<file path="src/rtl/uart_pkg.sv">
// Shared definitions for the memory-mapped UART: register map, STATUS bit
// positions, FSM encodings and the divisor floor.
package uart_pkg;

  localparam logic [1:0] REG_DATA   = 2'd0;
  localparam logic [1:0] REG_STATUS = 2'd1;
  localparam logic [1:0] REG_DIV_LO = 2'd2;
  localparam logic [1:0] REG_DIV_HI = 2'd3;

  localparam int ST_RX_AVAIL  = 0;
  localparam int ST_TX_READY  = 1;
  localparam int ST_OVERRUN   = 2;
  localparam int ST_FRAME_ERR = 3;
  localparam int ST_RXIE      = 4;
  localparam int ST_TXIE      = 5;
  localparam int ST_TX_BUSY   = 6;
  localparam int ST_IRQ       = 7;

  localparam logic [15:0] MIN_DIV = 16'd4;

  typedef enum logic [1:0] {TX_IDLE, TX_START, TX_DATA, TX_STOP} tx_state_e;
  typedef enum logic [2:0] {RX_IDLE, RX_START, RX_DATA, RX_STOP, RX_BREAK} rx_state_e;

  // Divisors below the floor would leave no room for the half-bit sample.
  function automatic logic [15:0] eff_div(input logic [15:0] d);
    return (d < MIN_DIV) ? MIN_DIV : d;
  endfunction

endpackage

</file>
<file path="src/rtl/uart_rx_fifo.sv">
// Small byte FIFO for received characters. A pop that coincides with a push
// on a full FIFO frees the slot, so both take effect.
module uart_rx_fifo #(
  parameter int DEPTH = 4
) (
  input  logic                     clk,
  input  logic                     reset,
  input  logic                     push,
  input  logic [7:0]               push_data,
  input  logic                     pop,
  output logic [7:0]               head,
  output logic                     full,
  output logic                     empty,
  output logic [$clog2(DEPTH):0]   count,
  output logic                     avail_next
);
  localparam int AW = $clog2(DEPTH);

  logic [7:0]    mem_q [DEPTH];
  logic [7:0]    mem_d [DEPTH];
  logic [AW-1:0] wr_q, wr_d, rd_q, rd_d;
  logic [AW:0]   cnt_q, cnt_d;
  logic          do_push, do_pop;

  assign full       = (cnt_q == (AW+1)'(DEPTH));
  assign empty      = (cnt_q == '0);
  assign count      = cnt_q;
  assign head       = mem_q[rd_q];
  assign avail_next = (cnt_d != '0);

  always_comb begin
    mem_d   = mem_q;
    wr_d    = wr_q;
    rd_d    = rd_q;
    do_pop  = pop & ~empty;
    do_push = push & (~full | do_pop);
    if (do_push) begin
      mem_d[wr_q] = push_data;
      wr_d        = wr_q + AW'(1);
    end
    if (do_pop) rd_d = rd_q + AW'(1);
    cnt_d = cnt_q + (AW+1)'(do_push) - (AW+1)'(do_pop);
  end

  always_ff @(posedge clk) begin
    if (reset) begin
      for (int i = 0; i < DEPTH; i++) mem_q[i] <= '0;
      wr_q  <= '0;
      rd_q  <= '0;
      cnt_q <= '0;
    end else begin
      mem_q <= mem_d;
      wr_q  <= wr_d;
      rd_q  <= rd_d;
      cnt_q <= cnt_d;
    end
  end

endmodule

</file>
<file path="src/rtl/bus_uart.sv">
// CPU-bus UART: DATA/STATUS/DIV registers, TX holding register + shifter,
// oversampling-free RX shifter (mid-bit sampling) feeding uart_rx_fifo.
module bus_uart
  import uart_pkg::*;
#(
  parameter logic [15:0] DIV_DEFAULT = 16'd234,
  parameter int          RX_DEPTH    = 4
) (
  input  logic       clk,
  input  logic       reset,
  input  logic       cs,
  input  logic       we,
  input  logic [1:0] addr,
  input  logic [7:0] wdata,
  output logic [7:0] rdata,
  output logic       irq,
  input  logic       rx,
  output logic       tx
);
  localparam int CW = $clog2(RX_DEPTH) + 1;

  logic        rxie_q, rxie_d, txie_q, txie_d;
  logic        overrun_q, overrun_d, frame_err_q, frame_err_d;
  logic [15:0] div_q, div_d;
  logic [7:0]  thr_q, thr_d;
  logic        thr_full_q, thr_full_d;
  logic [7:0]  rdata_q, rdata_d;
  logic        irq_q, irq_d;

  tx_state_e   tx_state_q, tx_state_d;
  logic [15:0] tx_cnt_q, tx_cnt_d, tx_div_q, tx_div_d;
  logic [2:0]  tx_bit_q, tx_bit_d;
  logic [7:0]  tx_sh_q, tx_sh_d;
  logic        tx_q, tx_d;

  logic        rx_s1_q, rx_s2_q;
  rx_state_e   rx_state_q, rx_state_d;
  logic [15:0] rx_cnt_q, rx_cnt_d, rx_div_q, rx_div_d, rx_half;
  logic [2:0]  rx_bit_q, rx_bit_d;
  logic [7:0]  rx_sh_q, rx_sh_d;

  logic          rd_en, wr_en, rd_pop, tx_take, tx_done, rx_done, rx_push, fe_set;
  logic [7:0]    status;
  logic [7:0]    fifo_head;
  logic          fifo_full, fifo_empty, fifo_avail_next;
  logic [CW-1:0] fifo_count;

  assign rd_en = cs & ~we;
  assign wr_en = cs & we;
  assign rdata = rdata_q;
  assign irq   = irq_q;
  assign tx    = tx_q;

  uart_rx_fifo #(.DEPTH(RX_DEPTH)) u_fifo (
    .clk        (clk),
    .reset      (reset),
    .push       (rx_push),
    .push_data  (rx_sh_q),
    .pop        (rd_pop),
    .head       (fifo_head),
    .full       (fifo_full),
    .empty      (fifo_empty),
    .count      (fifo_count),
    .avail_next (fifo_avail_next)
  );

  always_comb begin
    // TX: each state lasts tx_div_q clocks; tx_q is the registered line level
    tx_state_d = tx_state_q;
    tx_cnt_d   = tx_cnt_q + 16'd1;
    tx_div_d   = tx_div_q;
    tx_bit_d   = tx_bit_q;
    tx_sh_d    = tx_sh_q;
    tx_d       = tx_q;
    tx_take    = 1'b0;
    tx_done    = (tx_cnt_q == tx_div_q - 16'd1);
    case (tx_state_q)
      TX_IDLE: begin
        tx_cnt_d = '0;
        tx_take  = thr_full_q;
      end
      TX_START: if (tx_done) begin
        tx_state_d = TX_DATA;
        tx_cnt_d   = '0;
        tx_bit_d   = '0;
        tx_d       = tx_sh_q[0];
      end
      TX_DATA: if (tx_done) begin
        tx_cnt_d = '0;
        if (tx_bit_q == 3'd7) begin
          tx_state_d = TX_STOP;
          tx_d       = 1'b1;
        end else begin
          tx_sh_d  = tx_sh_q >> 1;
          tx_d     = tx_sh_q[1];
          tx_bit_d = tx_bit_q + 3'd1;
        end
      end
      TX_STOP: if (tx_done) begin
        tx_cnt_d = '0;
        tx_take  = thr_full_q;
        if (!thr_full_q) tx_state_d = TX_IDLE;
      end
      default: tx_state_d = TX_IDLE;
    endcase
    // Loading straight out of STOP gives gap-free back-to-back frames.
    if (tx_take) begin
      tx_sh_d    = thr_q;
      tx_div_d   = eff_div(div_q);
      tx_state_d = TX_START;
      tx_cnt_d   = '0;
      tx_d       = 1'b0;
    end

    rx_state_d = rx_state_q;
    rx_cnt_d   = rx_cnt_q + 16'd1;
    rx_div_d   = rx_div_q;
    rx_bit_d   = rx_bit_q;
    rx_sh_d    = rx_sh_q;
    rx_push    = 1'b0;
    fe_set     = 1'b0;
    rx_half    = {1'b0, rx_div_q[15:1]};
    rx_done    = (rx_cnt_q == rx_div_q - 16'd1);
    case (rx_state_q)
      RX_IDLE: begin
        rx_cnt_d = '0;
        if (!rx_s2_q) begin
          rx_state_d = RX_START;
          rx_div_d   = eff_div(div_q);
        end
      end
      RX_START: if (rx_cnt_q == rx_half - 16'd1) begin
        rx_cnt_d   = '0;
        rx_bit_d   = '0;
        rx_state_d = rx_s2_q ? RX_IDLE : RX_DATA;
      end
      RX_DATA: if (rx_done) begin
        rx_cnt_d = '0;
        rx_sh_d  = {rx_s2_q, rx_sh_q[7:1]};
        rx_bit_d = rx_bit_q + 3'd1;
        if (rx_bit_q == 3'd7) rx_state_d = RX_STOP;
      end
      RX_STOP: if (rx_done) begin
        rx_cnt_d = '0;
        if (rx_s2_q) begin
          rx_push    = 1'b1;
          rx_state_d = RX_IDLE;
        end else begin
          fe_set     = 1'b1;
          rx_state_d = RX_BREAK;
        end
      end
      RX_BREAK: begin
        rx_cnt_d = '0;
        if (rx_s2_q) rx_state_d = RX_IDLE;
      end
      default: rx_state_d = RX_IDLE;
    endcase

    status               = '0;
    status[ST_RX_AVAIL]  = (fifo_count != '0);
    status[ST_TX_READY]  = ~thr_full_q;
    status[ST_OVERRUN]   = overrun_q;
    status[ST_FRAME_ERR] = frame_err_q;
    status[ST_RXIE]      = rxie_q;
    status[ST_TXIE]      = txie_q;
    status[ST_TX_BUSY]   = (tx_state_q != TX_IDLE);
    status[ST_IRQ]       = irq_q;

    rd_pop  = rd_en && (addr == REG_DATA) && !fifo_empty;
    rdata_d = rdata_q;
    if (rd_en) begin
      case (addr)
        REG_DATA:   rdata_d = fifo_empty ? 8'h00 : fifo_head;
        REG_STATUS: rdata_d = status;
        REG_DIV_LO: rdata_d = div_q[7:0];
        REG_DIV_HI: rdata_d = div_q[15:8];
      endcase
    end

    // Holding-register readiness is judged after this cycle's transfer.
    thr_d      = thr_q;
    thr_full_d = thr_full_q & ~tx_take;
    rxie_d      = rxie_q;
    txie_d      = txie_q;
    overrun_d   = overrun_q;
    frame_err_d = frame_err_q;
    div_d       = div_q;
    if (wr_en) begin
      case (addr)
        REG_DATA: if (!thr_full_d) begin
          thr_d      = wdata;
          thr_full_d = 1'b1;
        end
        REG_STATUS: begin
          rxie_d = wdata[0];
          txie_d = wdata[1];
          if (wdata[7]) begin
            overrun_d   = 1'b0;
            frame_err_d = 1'b0;
          end
        end
        REG_DIV_LO: div_d[7:0]  = wdata;
        REG_DIV_HI: div_d[15:8] = wdata;
      endcase
    end
    if (rx_push && fifo_full && !rd_pop) overrun_d = 1'b1;
    if (fe_set) frame_err_d = 1'b1;

    irq_d = (rxie_d & fifo_avail_next) | (txie_d & ~thr_full_d);
  end

  always_ff @(posedge clk) begin
    if (reset) begin
      rxie_q      <= 1'b0;
      txie_q      <= 1'b0;
      overrun_q   <= 1'b0;
      frame_err_q <= 1'b0;
      div_q       <= DIV_DEFAULT;
      thr_q       <= '0;
      thr_full_q  <= 1'b0;
      rdata_q     <= '0;
      irq_q       <= 1'b0;
      tx_state_q  <= TX_IDLE;
      tx_cnt_q    <= '0;
      tx_div_q    <= DIV_DEFAULT;
      tx_bit_q    <= '0;
      tx_sh_q     <= '0;
      tx_q        <= 1'b1;
      rx_s1_q     <= 1'b1;
      rx_s2_q     <= 1'b1;
      rx_state_q  <= RX_IDLE;
      rx_cnt_q    <= '0;
      rx_div_q    <= DIV_DEFAULT;
      rx_bit_q    <= '0;
      rx_sh_q     <= '0;
    end else begin
      rxie_q      <= rxie_d;
      txie_q      <= txie_d;
      overrun_q   <= overrun_d;
      frame_err_q <= frame_err_d;
      div_q       <= div_d;
      thr_q       <= thr_d;
      thr_full_q  <= thr_full_d;
      rdata_q     <= rdata_d;
      irq_q       <= irq_d;
      tx_state_q  <= tx_state_d;
      tx_cnt_q    <= tx_cnt_d;
      tx_div_q    <= tx_div_d;
      tx_bit_q    <= tx_bit_d;
      tx_sh_q     <= tx_sh_d;
      tx_q        <= tx_d;
      rx_s1_q     <= rx;
      rx_s2_q     <= rx_s1_q;
      rx_state_q  <= rx_state_d;
      rx_cnt_q    <= rx_cnt_d;
      rx_div_q    <= rx_div_d;
      rx_bit_q    <= rx_bit_d;
      rx_sh_q     <= rx_sh_d;
    end
  end

endmodule

</file>
<file path="config.mk">
export PLATFORM = sky130hd
export DESIGN_NAME = bus_uart
export DESIGN_NICKNAME = d
export VERILOG_FILES = /design/src/rtl/uart_pkg.sv /design/src/rtl/uart_rx_fifo.sv /design/src/rtl/bus_uart.sv
export SDC_FILE = /design/constraint.sdc
export NUM_CORES = 1
export LEC_CHECK = 0
export ABC_AREA = 1
export BUFFER_PORTS_ARGS = -buffer_cell sky130_fd_sc_hd__buf_2
export CAP_MARGIN = 20
export CORE_MARGIN = 2
export CORE_UTILIZATION = 46
export CTS_BUF_LIST = sky130_fd_sc_hd__clkbuf_8
export CTS_CLUSTER_DIAMETER = 150
export CTS_CLUSTER_SIZE = 12
export DETAILED_ROUTE_END_ITERATION = 8
export PLACE_DENSITY = 0.71
export SLEW_MARGIN = 20
export SYNTH_ARGS = -nofsm -noshare
export SYNTH_HDL_FRONTEND = slang
export SYNTH_SLANG_ARGS = --single-unit
export TNS_END_PERCENT = 30
</file>
<file path="constraint.sdc">
create_clock -name clk -period 2.9 [get_ports clk]
set_input_delay 0.145 -clock clk [delete_from_list [all_inputs] [get_ports clk]]
set_output_delay 0.145 -clock clk [all_outputs]
set_load 0.01 [all_outputs]
</file>
==> flow_summary.json <==
{
  "design.core.area_mm2": 0.0204,
  "antenna_violations_before_repair": 1,
  "hold_path_end": "txie_q$_SDFF_PP0_",
  "wirelength_um": 25100,
  "ant_nets": 0,
  "clkSinkCount": 171,
  "status": "complete, but fails checks",
  "critPathMaxStageDelay_ps": 350,
  "grt_util_all_layers_pct": 22.9,
  "die_width_um": 148,
  "rsz_0062_raised_after_global_routing": "yes",
  "critical_path.slowest_cell": "dfxtp_2",
  "ctsHtreeMaxLevel": 4,
  "final.setup_skew_ps": 17.1,
  "cts_made_buffers": 17,
  "critical_path.most_common_cell": "nand2_1",
  "fmaxAchievable_mhz": 339,
  "clkLatencyLatePin_ps": 480,
  "die_area_mm2": 0.0220,
  "num_io_pins": 25,
  "violated_checks": "setup timing",
  "worstSetupEndpointType": "flip-flop",
  "finalMaxSlewViolations": 0,
  "cap_violations": 0,
  "die_height_um": 148,
  "finalHoldViolCount": 0,
  "synth-edff-count": 0,
  "timing.critical_path.cells": "inv_4 -> ha_4 -> nand2_4 -> nor2_4 -> nand2_2 -> nand2_1 -> nand2_1 -> nor2_2 -> nand3_2 -> nor2_4 -> nand2_4 -> nor2_8 -> nand3_4 -> inv_4 -> ha_4 -> inv_2 -> fa_2 -> xnor2_2 -> xor2_1 -> inv_1 -> nand3_1 -> nand2_1 -> nand2_1",
  "synth.yosys.warnings": 0,
  "p_comb_share_pct": 24.8,
  "cp_top_family": "simple AND/OR/NAND/NOR gates",
  "viasPerCell": 5.15,
  "setup_violations": 1,
  "detail_route.first_pass.iterations": 7,
  "dp_slack_ps": -86.9,
  "power_frac_clock_pct": 29.4,
  "final-seq-area_mm2": 0.00344,
  "mappedNetlistNets": 1470,
  "cts.reportedPaths.clkPinSlew_ps": 100,
  "synth-seq-cells": 171,
  "switching_share_pct": 35.6,
  "p_int_mw": 3.66,
  "cts.path.max_buffers": 2,
  "remaining_drc_errors": 0,
  "worstPathArrival_ps": 3320,
  "post_synth_num_cell_types": 45,
  "ir_drop_mv": 0.356,
  "utilization_pct": 55.3,
  "worst_slew_pin_slew_ps": 966,
  "syn2layout_area_growth_pct": 17.4,
  "final_critical_delay_including_setup_and_external_delays_ps": 2950,
  "dp_hpwl_um": 18000,
  "fp-row-count": 52,
  "post_layout_nonfiller_instances": 1810,
  "synth_flop_cell": "dfxtp_1",
  "multi_input_area_mm2": 0.00547,
  "drt_iter0_drc": 692,
  "regToRegSetupSlack_ps": -50,
  "timing.reg2reg.worst_path_depth": 23,
  "finish.net_count": 1562,
  "postLayoutSetupSlackWorst_ps": -48.0,
  "routed-via-count": 9321,
  "grt_pass1_wl_um": 40700,
  "place.gp.congestion": 0.870,
  "critical_path.n_buffers_inverters": 4,
  "placed_cells_incl_taps": 1740,
  "r2r-end": "irq$_SDFF_PP0_",
  "seq_power_share_pct": 45.8,
  "relSlewSlack_pct": 35.3,
  "power-per-cell-area_mw_per_mm2": 504,
  "wl_per_cell_um": 13.9,
  "async_reset_ff_share_pct": 0,
  "crit_fanout": 4,
  "initial_core_util_pct": 47.1,
  "holdPathStages": 3,
  "final.period_utilization_pct": 102,
  "setup_total_negative_slack_ps": -48.0,
  "dpl-instance-area_mm2": 0.0104,
  "layout_filler_cell_count": 1976,
  "cellLeakagePower_nw": 5.34,
  "cts_tree": "yes",
  "start_kind": "flip-flop",
  "sequential_area_share_after_synthesis_pct": 35.7,
  "cell_count_after_synthesis": 1434,
  "finalPower_mw": 5.67,
  "synthesis.area_mm2": 0.00959,
  "hold_path_startpoint": "we",
  "timing.rr.start": "rx_div_q[1]$_SDFFE_PP1P_",
  "worstSetupPathType": "flip-flop to flip-flop",
  "p_switching_mw": 2.02,
  "finalInstanceArea_mm2": 0.0113,
  "worst_hold_slack_ps": 112,
  "min_path_type": "primary input to flip-flop",
  "share_of_layout_cells_above_drive_strength_1_pct": 15.7,
  "critical_path_required_ps": 3270,
  "grt_start_max_net_pins": 62,
  "syn_area_per_cell_um2": 6.69,
  "first_global_vias": 8567,
  "portBuffers": 24,
  "cts_root_buffer": "clkbuf_8",
  "globalRouteOverflowTotal": 0
}
==> timing repair <==
item | CTS | global route
hold buffers | 9 | 0
endpoints found under the setup margin | 2 | 19
resized for setup | 14 | 38
buffers inserted | 24 | 5
hold endpoints to repair | 16 | 0
pin swaps | 8 | 18
==> how the worst max path moves through the flow <==
stage               slack (ps)                      from             end  cells after the start
floorplan                    7  rx_div_q[0]$_SDFFE_PP0P_  irq$_SDFF_PP0_                     21
detailed placement         -90  rx_div_q[3]$_SDFFE_PP1P_  irq$_SDFF_PP0_                     22
finish                     -50  rx_div_q[1]$_SDFFE_PP1P_  irq$_SDFF_PP0_                     23
global route              -230  rx_div_q[1]$_SDFFE_PP1P_  irq$_SDFF_PP0_                     23
CTS                          3  rx_div_q[8]$_SDFFE_PP0P_  irq$_SDFF_PP0_                     22
global placement           -50  rx_div_q[1]$_SDFFE_PP1P_  irq$_SDFF_PP0_                     23
==> registers in the layout (all words and copies together), names as in the netlist, 16 cells and up <==
| signal | cells |
|---|---|
| tx_div_q | 16 |
| div_q | 16 |
| rx_div_q | 16 |
| u_fifo.mem_q | 32 |
| rx_cnt_q | 16 |
| tx_cnt_q | 16 |
==> cell usage after synthesis (14+ instances only) <==
cell	n	area share [%]
nand3_1	96	5.0
o211ai_1	14	1.1
nor3_1	18	0.94
nor2_1	207	8.1
ha_1	20	2.6
inv_1	182	7.1
nand2_1	313	12
nand4_1	23	1.5
a21oi_1	92	4.8
clkbuf_1	29	1.1
xnor2_1	24	2.2
o21ai_0	89	4.6
dfxtp_1	171	36
xor2_1	41	3.7
==> cell type report <==
cell class	count	area share, %
clock buffers	17	2.08
diodes	1	0.0222
multi-input cells	1021	48.6
clock inverters	15	1.33
repair buffers	122	7.92
flip-flops and latches	171	30.5
well taps	270	3.00
inverters	193	6.54
==> tightest hold or removal path: stages <==
cell      delay [ps]
buf_2            120
nand3_1          160
a211oi_1         110
==> cells in the final DEF, fill, tap and decap left out, types with 3 or more instances in the layout <==
cell type | synthesis | layout
nand2_1 | 313 | 305
nor2_1 | 207 | 194
inv_1 | 182 | 177
dfxtp_1 | 171 | 162
nand3_1 | 96 | 90
a21oi_1 | 92 | 90
o21ai_0 | 89 | 89
buf_4 | 1 | 88
xor2_1 | 41 | 38
buf_2 | 12 | 24
nand4_1 | 23 | 23
xnor2_1 | 24 | 22
nor3_1 | 18 | 17
ha_1 | 20 | 17
clkbuf_8 | 0 | 17
nor2_2 | 8 | 14
o211ai_1 | 14 | 14
nand3b_1 | 12 | 12
nor2_4 | 4 | 11
inv_2 | 9 | 10
nand2_2 | 8 | 9
dlygate4sd3_1 | 0 | 9
dfxtp_2 | 0 | 8
or2_2 | 7 | 7
o221ai_1 | 7 | 7
a31oi_1 | 7 | 7
nand2_4 | 0 | 6
nand3_2 | 0 | 5
inv_8 | 0 | 5
inv_4 | 0 | 4
nor3b_1 | 4 | 4
nand4_4 | 4 | 4
xor2_2 | 0 | 3
clkinv_2 | 0 | 3
nor4_1 | 3 | 3
ha_4 | 0 | 3
inv_6 | 0 | 3
==> cell families (layout without fill, tap and decap cells) <==
logic type      after synthesis  count (layout)  synth area share, %
flops                       171             171                 35.7
other cells                   0               1                    0
simple gates                712             712                 32.6
buf+inv                     242             347                 10.1
xor+xnor                     66              66                 6.18
fa+ha+maj                    21              21                 2.82
compound gates              222             222                 12.7
==> power groups by stage <==
stage | combinational (mW) | sequential, mW | clock, mW
2_1_floorplan | 0.914 | 2.61 | 0
3_3_place_gp | 1.23 | 2.64 | 0
3_5_place_dp | 1.26 | 2.64 | 0
4_1_cts | 1.35 | 2.59 | 1.70
5_1_grt | 1.59 | 2.62 | 1.79
6_report | 1.41 | 2.60 | 1.67
==> per-layer routing <==
metal / GRT usage, % / part of all wire [%] / up-vias
met4: 8.57 / 2.7 / 0
li1: - / - / 4769
met2: 38.1 / 47 / 196
met3: 3.47 / 4.1 / 40
met5: 0 / 0 / -
met1: 30.1 / 47 / 4316
No activity file was read; power rests on OpenSTA's default activity.
